$ cat src/rtl/cache_nway.sv
// cache_nway: parametrised N-way set-associative write-back cache.
// It sits between a 16-bit CPU port (with byte mask) and a 128-bit line memory.
// Replacement is true LRU, tracked with one age counter per way per set.
// Hits and misses are counted in saturating counters.
//
// Ports
//   clk, reset            clock; synchronous active-high reset
//   mem_address           CPU byte address (bit 0 ignored)
//   mem_read, mem_write   CPU request, held until mem_resp (both set = write)
//   mem_wdata             CPU write word
//   mem_byte_enable       [0] low byte, [1] high byte
//   mem_resp, mem_rdata   completion strobe and read word
//   pmem_read/pmem_write  line fill / writeback request to memory
//   pmem_address          line address, low nibble zero
//   pmem_wdata            victim line for writeback
//   pmem_rdata, pmem_resp fill line and memory completion
//   hit_count, miss_count saturating performance counters
//
// state     | meaning
// IDLE      | serve hits combinationally; detect misses and pick the victim
// WRITEBACK | dirty victim line is being written to memory
// FILL      | requested line is being fetched into the victim way
module cache_nway #(
  parameter int NUM_SETS = 8,
  parameter int WAYS     = 2,
  parameter int CNT_W    = 16
) (
  input  logic               clk,
  input  logic               reset,
  input  logic [15:0]        mem_address,
  input  logic               mem_read,
  input  logic               mem_write,
  input  logic [15:0]        mem_wdata,
  input  logic [1:0]         mem_byte_enable,
  output logic               mem_resp,
  output logic [15:0]        mem_rdata,
  output logic               pmem_read,
  output logic               pmem_write,
  output logic [15:0]        pmem_address,
  output logic [127:0]       pmem_wdata,
  input  logic [127:0]       pmem_rdata,
  input  logic               pmem_resp,
  output logic [CNT_W-1:0]   hit_count,
  output logic [CNT_W-1:0]   miss_count
);

  localparam int IW = $clog2(NUM_SETS);
  localparam int AW = $clog2(WAYS);
  localparam int TW = 12 - IW;

  typedef enum logic [1:0] {IDLE, WRITEBACK, FILL} state_e;

  state_e            state_q, state_d;
  logic [WAYS-1:0]   valid_q [NUM_SETS];
  logic [WAYS-1:0]   dirty_q [NUM_SETS];
  logic [TW-1:0]     tag_q   [NUM_SETS][WAYS];
  logic [127:0]      data_q  [NUM_SETS][WAYS];
  logic [AW-1:0]     age_q   [NUM_SETS][WAYS];
  logic [AW-1:0]     victim_q, victim_d;
  logic [CNT_W-1:0]  hit_q, miss_q;

  logic [IW-1:0]     idx;
  logic [TW-1:0]     tag;
  logic [2:0]        wsel;
  logic              req;
  logic [WAYS-1:0]   match;
  logic              hit;
  logic [AW-1:0]     hit_way, lru_way, victim_sel;
  logic              any_invalid;
  logic [15:0]       old_word, new_word;
  logic              miss_event, fill_done;
  logic              unused_addr0;

  assign idx          = mem_address[3+IW:4];
  assign tag          = mem_address[15:4+IW];
  assign wsel         = mem_address[3:1];
  assign req          = mem_read | mem_write;
  assign unused_addr0 = mem_address[0];

  // Tag compare and victim choice: lowest invalid way wins, else the oldest way.
  always_comb begin
    match       = '0;
    hit_way     = '0;
    lru_way     = '0;
    victim_sel  = '0;
    any_invalid = 1'b0;
    for (int w = 0; w < WAYS; w++) begin
      match[w] = valid_q[idx][w] && (tag_q[idx][w] == tag);
      if (match[w]) hit_way = AW'(w);
      if (age_q[idx][w] == AW'(WAYS - 1)) lru_way = AW'(w);
    end
    for (int w = WAYS - 1; w >= 0; w--) begin
      if (!valid_q[idx][w]) begin
        victim_sel  = AW'(w);
        any_invalid = 1'b1;
      end
    end
    if (!any_invalid) victim_sel = lru_way;
  end

  assign hit      = $onehot(match);
  assign old_word = data_q[idx][hit_way][{wsel, 4'b0} +: 16];
  assign new_word = {mem_byte_enable[1] ? mem_wdata[15:8] : old_word[15:8],
                     mem_byte_enable[0] ? mem_wdata[7:0]  : old_word[7:0]};

  always_comb begin
    state_d      = state_q;
    victim_d     = victim_q;
    mem_resp     = 1'b0;
    mem_rdata    = '0;
    pmem_read    = 1'b0;
    pmem_write   = 1'b0;
    pmem_address = '0;
    pmem_wdata   = '0;
    case (state_q)
      IDLE: begin
        if (req) begin
          if (hit) begin
            mem_resp  = 1'b1;
            mem_rdata = old_word;
          end else begin
            victim_d = victim_sel;
            state_d  = (valid_q[idx][victim_sel] && dirty_q[idx][victim_sel]) ? WRITEBACK : FILL;
          end
        end
      end
      WRITEBACK: begin
        pmem_write   = 1'b1;
        pmem_address = {tag_q[idx][victim_q], idx, 4'b0};
        pmem_wdata   = data_q[idx][victim_q];
        if (pmem_resp) state_d = FILL;
      end
      FILL: begin
        pmem_read    = 1'b1;
        pmem_address = {tag, idx, 4'b0};
        if (pmem_resp) state_d = IDLE;
      end
      default: state_d = IDLE;
    endcase
  end

  assign miss_event = (state_q == IDLE) && req && !hit;
  assign fill_done  = (state_q == FILL) && pmem_resp;

  always_ff @(posedge clk) begin
    if (reset) begin
      state_q  <= IDLE;
      victim_q <= '0;
      hit_q    <= '0;
      miss_q   <= '0;
      for (int s = 0; s < NUM_SETS; s++) begin
        valid_q[s] <= '0;
        dirty_q[s] <= '0;
        for (int w = 0; w < WAYS; w++) age_q[s][w] <= AW'(w);
      end
    end else begin
      state_q  <= state_d;
      victim_q <= victim_d;
      if (miss_event && (miss_q != '1)) miss_q <= miss_q + 1'b1;
      if (mem_resp) begin
        if (hit_q != '1) hit_q <= hit_q + 1'b1;
        if (mem_write) dirty_q[idx][hit_way] <= 1'b1;
        // Ways younger than the accessed one age by one; accessed way becomes newest.
        for (int w = 0; w < WAYS; w++) begin
          if (AW'(w) == hit_way) age_q[idx][w] <= '0;
          else if (age_q[idx][w] < age_q[idx][hit_way]) age_q[idx][w] <= age_q[idx][w] + 1'b1;
        end
      end
      if (fill_done) begin
        valid_q[idx][victim_q] <= 1'b1;
        dirty_q[idx][victim_q] <= 1'b0;
      end
    end
  end

  // Tag and data arrays carry no reset; valid bits gate their use.
  always_ff @(posedge clk) begin
    if (!reset) begin
      if (mem_resp && mem_write) data_q[idx][hit_way][{wsel, 4'b0} +: 16] <= new_word;
      if (fill_done) begin
        data_q[idx][victim_q] <= pmem_rdata;
        tag_q[idx][victim_q]  <= tag;
      end
    end
  end

  assign hit_count  = hit_q;
  assign miss_count = miss_q;

endmodule

$ cat config.mk
export PLATFORM = sky130hd
export DESIGN_NAME = cache_nway
export DESIGN_NICKNAME = d
export VERILOG_FILES = /design/src/rtl/cache_nway.sv
export SDC_FILE = /design/constraint.sdc
export NUM_CORES = 2
export LEC_CHECK = 0
export CELL_PAD_IN_SITES_DETAIL_PLACEMENT = 1
export CELL_PAD_IN_SITES_GLOBAL_PLACEMENT = 2
export CORE_MARGIN = 2
export CORE_UTILIZATION = 45
export DETAILED_ROUTE_END_ITERATION = 16
export GPL_TIMING_DRIVEN = 1
export HOLD_SLACK_MARGIN = 0.02
export PLACE_DENSITY_LB_ADDON = 0.08
export SLEW_MARGIN = 20
export SYNTH_ARGS = -nofsm -noshare
export SYNTH_HDL_FRONTEND = slang
export SYNTH_SLANG_ARGS = --single-unit
$ cat constraint.sdc
create_clock -name clk -period 6.9 [get_ports clk]
set_clock_uncertainty 0.05 [all_clocks]
set_input_delay 0.69 -clock clk [delete_from_list [all_inputs] [get_ports clk]]
set_output_delay 0.69 -clock clk [all_outputs]
set_load 0.005 [all_outputs]
After elaboration in Yosys (flattened, before gate mapping)
Memory sizes are Yosys's and may differ from the RTL's.
Index checks and enable logic that the tools add are counted.

word-level totals
  register bits = 35
  memory bits (writable) = 2240
  logic and storage cells = 675
  output and inout bits = 195
  input bits = 167
  memories kept = 5

cells by class
  order comparisons = 11
  reductions and logical operators = 20
  equal/unequal tests = 11
  bitwise operators = 264
  $add $sub $neg = 6
  multiplexer cells = 351
  shifts and indexed selects = 3

memory list
  name     depth  width  rd ports  clocked after memory_dff  wr ports  line  RTL
  data_q   8      256    1         0                         1         57    logic [127:0] data_q [NUM_SETS][WAYS];
  tag_q    8      18     1         0                         1         56    logic [TW-1:0] tag_q [NUM_SETS][WAYS];
  age_q    8      2      1         0                         8         58    logic [AW-1:0] age_q [NUM_SETS][WAYS];
  dirty_q  8      2      1         0                         8         55    logic [WAYS-1:0] dirty_q [NUM_SETS];
  valid_q  8      2      1         0                         8         54    logic [WAYS-1:0] valid_q [NUM_SETS];

operators with widths
  kind                                                                      count
  128-bit two-way mux                                                       9
  256-bit two-way mux                                                       2
  1-bit two-way mux                                                         307
  1-bit bitwise OR                                                          261
  128-bit demux with 1-bit select                                           2
  16-bit by 9-bit variable shift with 128-bit output, first input constant  1
  128-bit by 8-bit indexed part select with 16-bit output                   1
  16-bit by 9-bit indexed part select with 128-bit output                   1
  16-bit two-way mux                                                        3
  9-bit two-way mux                                                         4
  16-bit by 1-bit adder with 16-bit output, second input constant           2
  16-bit inequality test, second input constant                             2
  16-bit case mux with 2 select lines                                       1
  2-bit two-way mux                                                         13
  9-bit == test                                                             2
  18-bit two-way mux                                                        1
  8-bit two-way mux                                                         2
  1-bit logical AND                                                         12
  9-bit demux with 1-bit select                                             1
  3-bit two-way mux                                                         3
  7-bit negation with 9-bit output                                          1
  2-bit inequality test, second input constant                              4
  1-bit by 2-bit < comparator with 1-bit output, second input constant      3
  2-bit case mux with 3 select lines                                        1
  other kinds (17)                                                          27

Depth between registers and ports, before layout
An unclocked memory read counts as a cell.

  depth in word-level cells = 17
  mapped depth = 22
  gate-level depth less buffers = 10

Least setup slack after synthesis
OpenSTA, ideal clock, no wires.

  path kind = input -> register
  from = input mem_address[5]
  to = memory data_q[7][144] (netlist name), enable pin
  slack = 1872 ps
  arrival time = 4589 ps
  path buffers = 6
  data required time = 6461 ps
  setup time = 389 ps
  stages = 16
  cells stage by stage = buf_2 -> buf_2 -> buf_2 -> buf_2 -> buf_1 -> mux2i_1 -> o22ai_1 -> a221oi_2 -> xnor2_1 -> nor4_1 -> nand3_1 -> xnor2_2 -> a31o_2 -> buf_2 -> nand2_1 -> nor2_1

on the way
  word-level cells in the longest chain between the ends = 13
  elaborated cells on any way between the ends = 23
  classes of those cells = add/sub: 1; order compare: 2; eq/ne: 3; mux: 9; bitwise: 2; reduce/logical: 4; memory: 2

RTL lines
  what                                                          line  RTL
  from (decl)                                                   30    input logic [15:0] mem_address,
  memory 8 x 18 bit                                             --
  9-bit == test                                                 88    match[w] = valid_q[idx][w] && (tag_q[idx][w] == tag);
  1-bit logical AND                                             88
  1-bit by 1-bit adder with 2-bit output (implied by the code)  101   assign hit = $onehot(match);
  2-bit by 1-bit == test with 1-bit output                      101
  1-bit two-way mux                                             118   if (hit) begin
  1-bit two-way mux                                             117   if (req) begin
  1-bit two-way mux                                             115   case (state_q)
  1-bit logical AND                                             179   if (mem_resp && mem_write) data_q[idx][hit_way][{wsel, 4'b0} +: 16] <= new_word;
  1-bit two-way mux                                             179
  1-bit two-way mux                                             178   if (!reset) begin
  256-bit two-way mux (implied by the code)                     179
  1-bit bitwise OR (no line)                                    --
  to (decl)                                                     57

Parallel ways exist; a longest one is shown, timed or not.

Worst setup path in the final report
  from = memory tag_q[2][6] (netlist name)
  to = output mem_rdata[0]

on the way
  word-level cells in the longest chain between the ends = 12
  elaborated cells on any way between the ends = 14
  classes of those cells = add/sub: 1; eq/ne: 2; shift: 1; mux: 7; bitwise: 1; reduce/logical: 1; memory: 1

RTL lines
  what                                                     line  RTL
  from (decl)                                              56
  memory 8 x 18 bit *                                      --
  9-bit == test *                                          88
  1-bit logical AND *                                      88
  1-bit two-way mux                                        89    if (match[w]) hit_way = AW'(w);
  1-bit inverter with 2-bit output (implied by the code)   102   assign old_word = data_q[idx][hit_way][{wsel, 4'b0} +: 16];
  128-bit two-way mux (implied by the code) (3 in a row)   102
  128-bit by 8-bit indexed part select with 16-bit output  102
  16-bit two-way mux *                                     118
  16-bit two-way mux *                                     117
  16-bit two-way mux *                                     115
  to (decl)                                                36    output logic [15:0] mem_rdata,

Mark *: on every way between the ends. The rest lies on a longest branch, timed or not. The select of a mux whose other input is x is not followed.

==> results by group <==
Outcome
  • Status: complete, no violations

Cells and area
  • Layout cells sized above 1: 17.28%
  • Final Cell Area: 111000 sq um
  • Syn-to-layout area delta: 17.81%
  • Filler Cells Inserted: 19760
  • Area of the multi-input gates: 24880 sq um
  • Register area: 67800 sq um
  • # nets final: 6948

Route
  • Drt wl/cell: 39.88 microns
  • Initial DRT Pass Iterations: 7
  • Vias per cell: 6.655
  • DRT iter0 DRCs: 9400
  • DR vias: 65000
  • DR DRC count: 0
  • Wirelength, routed: 389500 microns
  • Antenna Nets Post-Route: 0

Pwr
  • Peak supply drop: 0.2653 mV
  • P_leak: 36.28 nW
  • Gate power share: 8.3%
  • PwrDens: 269.7 nW/um^2
  • Clock share of power: 41.0%
  • Internal power: 22.71 mW
  • Switching share of power: 24.14%
  • Register share of total power: 50.7%
  • Switch Pwr: 7.229 mW

CTS
  • Clock Tree Buf Depth: 3
  • CTS buffer count: 234
  • CTS resizes: 0
  • Setup bufs post-CTS: 0
  • Clk_lat worst skew: 0.90 ns
  • Clock Sinks: 2275
  • Clock H-tree levels: 4
  • CTS tree: yes
  • Hold_buf cts: 0
  • Clk root buf: clkbuf_16
  • Clk slew on worst S/H paths: 0.06 ns

Yosys
  • Unique masters post-synth: 89
  • EDFF count, synth: 2223
  • Mapped Cells: 6221
  • Ys Warns: 0
  • Async S/R FF share, synth: 0%
  • Post-synthesis cell area: 94240 sq um
  • Syn Area/Cell: 15.15 sq um
  • Register area share after synthesis: 71.94%
  • Main synth FF type: edfxtp_1
  • FF+latch count, synth: 2275

STA
  • Fin crit share: 95.92%
  • Worst Max-Slew Pin Slew: 1.295 ns
  • Count of final hold-check violations: 0
  • RSZ-0062 raised after global routing: no
  • Setup_tns: 0 ns
  • Rel. slew slack: 13.66%
  • Tmin final: 6.618 ns
  • Max frequency: 0.1511 GHz
  • Max-slew violation count: 0
  • # setup viols final: 0
  • Worst setup margin: 0.2818 ns

Setup path
  • R2R depth: 12
  • Required time of the critical path: 6.16 ns
  • Crit-path slowest cell: or3_4
  • Worst-path maximum fanout: 26
  • Critical path startpoint: tag_q[2][6]$_DFFE_PP_
  • CP cell instances: mux4_2 -> mux2i_1 -> xor2_1 -> nand3_1 -> buf_4 -> or3_4 -> nor2_4 -> buf_4 -> o21ai_0 -> o2bb2ai_1 -> nor4_1 -> buf_4 -> clkdlybuf4s50_1
  • CP Buf/Inv Count: 4
  • Top delay family on crit path: simple AND/OR/NAND/NOR gates
  • Critical Path Most Common Cell: buf_4
  • Worst flop-to-flop path startpoint: tag_q[3][7]$_DFFE_PP_
  • R2r setup slk: 1.11 ns
  • Worst stage delay on the critical path: 0.57 ns
  • Critical Path End Type: primary output
  • Crit path arrival time: 5.88 ns
  • Startpoint types: flop
  • FF-to-FF End: data_q[0][132]$_DFFE_PP_
  • Crit Path Category: reg -> out

Floorplanning
  • Die ar.: 213100 sq um
  • Number of cell rows: 167
  • Initial Util: 45.37%
  • DIE HEIGHT: 461.6 microns
  • IO Pins: 362
  • Total core area: 207700 sq um
  • Die X: 461.6 microns

Global routing
  • Initial antenna violation count: 32
  • Largest net degree at the start of global routing: 164
  • First-pass GRT wire length: 529000 microns
  • Vias in the first global route: 63430
  • Total GRT Usage: 36.24%
  • GRT overflow: 0

Place
  • HPWL Detailed: 255800 microns
  • Cell Area, Placed: 103700 sq um
  • IO Port Bufs: 356
  • GP Congestion: 0.9533
  • Worst slack, placed: 0.5040 ns

Min path
  • HP Start: reset
  • Worst hold stages: 2
  • HP Class: in -> reg
  • WHS Endpoint: miss_count[15]$_SDFFE_PP0P_

Flow run
  • Max-cap violations: 0
## metrics by stage
stage               total power [mW]  std cells  hold WS, ns  util, %
finish                         29.94       9767       0.2547    53.46
global route                   30.54       9754       0.2966    53.44
CTS                            29.95       9748       0.2241    53.42
detailed placement             17.87       9320       0.4142    49.91
global placement               17.83       9319       0.4069    49.89
floorplan                      16.50       6224       0.3987        -
## power by group through the flow
| stage | sequential, mW | combinational (mW) | clock, mW |
|---|---|---|---|
| 5_1_grt | 15.2 | 2.53 | 12.8 |
| 2_1_floorplan | 15.5 | 1.05 | 0 |
| 3_3_place_gp | 15.5 | 2.37 | 0 |
| 3_5_place_dp | 15.5 | 2.41 | 0 |
| 4_1_cts | 15.2 | 2.42 | 12.4 |
| 6_report | 15.2 | 2.50 | 12.3 |
## layout by cell type, fill, tap and decap left out, types with 52 or more instances in the layout
master	instances
edfxtp_1	2223
nand2_1	494
buf_4	377
nor2_1	368
o21ai_0	356
clkdlybuf4s50_1	351
a221oi_1	259
mux2i_1	237
clkbuf_16	236
a22oi_1	198
a21oi_1	172
mux2_2	165
mux4_2	135
nand3_1	106
a211oi_1	85
nor2_2	79
o22ai_1	78
nor3_1	73
clkinv_1	69
a22o_1	67
a221o_1	57
clkbuf_1	52
## kinds of logic after synthesis
kind of cell             share of synthesized area (%)
multiplexers                                     7.750
buffers and inverters                            2.354
flip-flops                                       71.94
other                                         0.003979
adder cells (fa/ha/maj)                         0.1328
AND/OR/NAND/NOR                                  6.340
AO/OA/AOI/OAI                                    11.19
XOR/XNOR                                        0.2868
## sequential cells by signal, indices dropped and copies added (netlist names)
register / cells
data_q: 2048
tag_q: 144
age_q: 16
dirty_q: 16
hit_count: 16
miss_count: 16
valid_q: 16
state_q: 2
victim_q: 1
## cell usage after synthesis (all sizes together), types with 10 or more instances
library cell	number	area, sq um
a31oi	18	112.6
a221oi	260	2283
and3	35	219.0
a22o	67	586.8
o21bai	20	150.1
ha	10	125.1
o22ai	78	488.0
mux2	167	1881
edfxtp	2223	66750
a221o	57	570.6
buf	194	1010
a211oi	85	638.1
nand2	497	1868
nand2b	24	150.1
o221ai	25	219.0
mux4	135	3040
xor2	12	105.1
dfxtp	52	1041
or3	12	75.07
nor2	457	1723
xnor2	18	165.2
and2	38	237.7
nand4	22	137.6
a21oi	173	865.8
nor4	24	165.2
a22oi	199	1494
nor2b	19	118.9
o31ai	11	87.58
nor3	79	421.7
nand3	106	530.5
o21ai	361	1814
mux2i	238	2382
inv	42	157.6
a222oi	17	170.2
o211ai	43	322.8
clkbuf	278	1044
## routing by layer
| layer | up-vias | global-route usage [%] | share of wire, % |
|---|---|---|---|
| li1 | 25930 | - | - |
| met1 | 34340 | 48.29 | 38 |
| met3 | 844 | 7.410 | 10 |
| met2 | 3875 | 55.52 | 45 |
| met4 | 12 | 20.66 | 6.6 |
| met5 | - | 0 | 0.022 |
## final cells by class
cell class | instances | area share (%)
clock inverter | 140 | 1.068
sequential | 2275 | 61.06
inverter | 44 | 0.1623
multi-input combinational | 3433 | 22.41
clock buffer | 288 | 5.495
antenna | 16 | 0.03606
tap | 2788 | 3.142
timing repair buffer | 783 | 6.622
## worst max-delay path by stage
stage / endpoint / slack [ns] / cells after the start
after floorplan: data_q[7][144]$_DFFE_PP_ / 1.87 / 16
after global placement: data_q[6][84]$_DFFE_PP_ / 0.52 / 15
after detailed placement: data_q[7][132]$_DFFE_PP_ / 0.50 / 14
after CTS: mem_rdata[13] / 0.34 / 11
after global routing: mem_rdata[0] / 0.28 / 13
final: mem_rdata[0] / 0.28 / 13
Note: power is estimated with default switching activity, not from simulation.
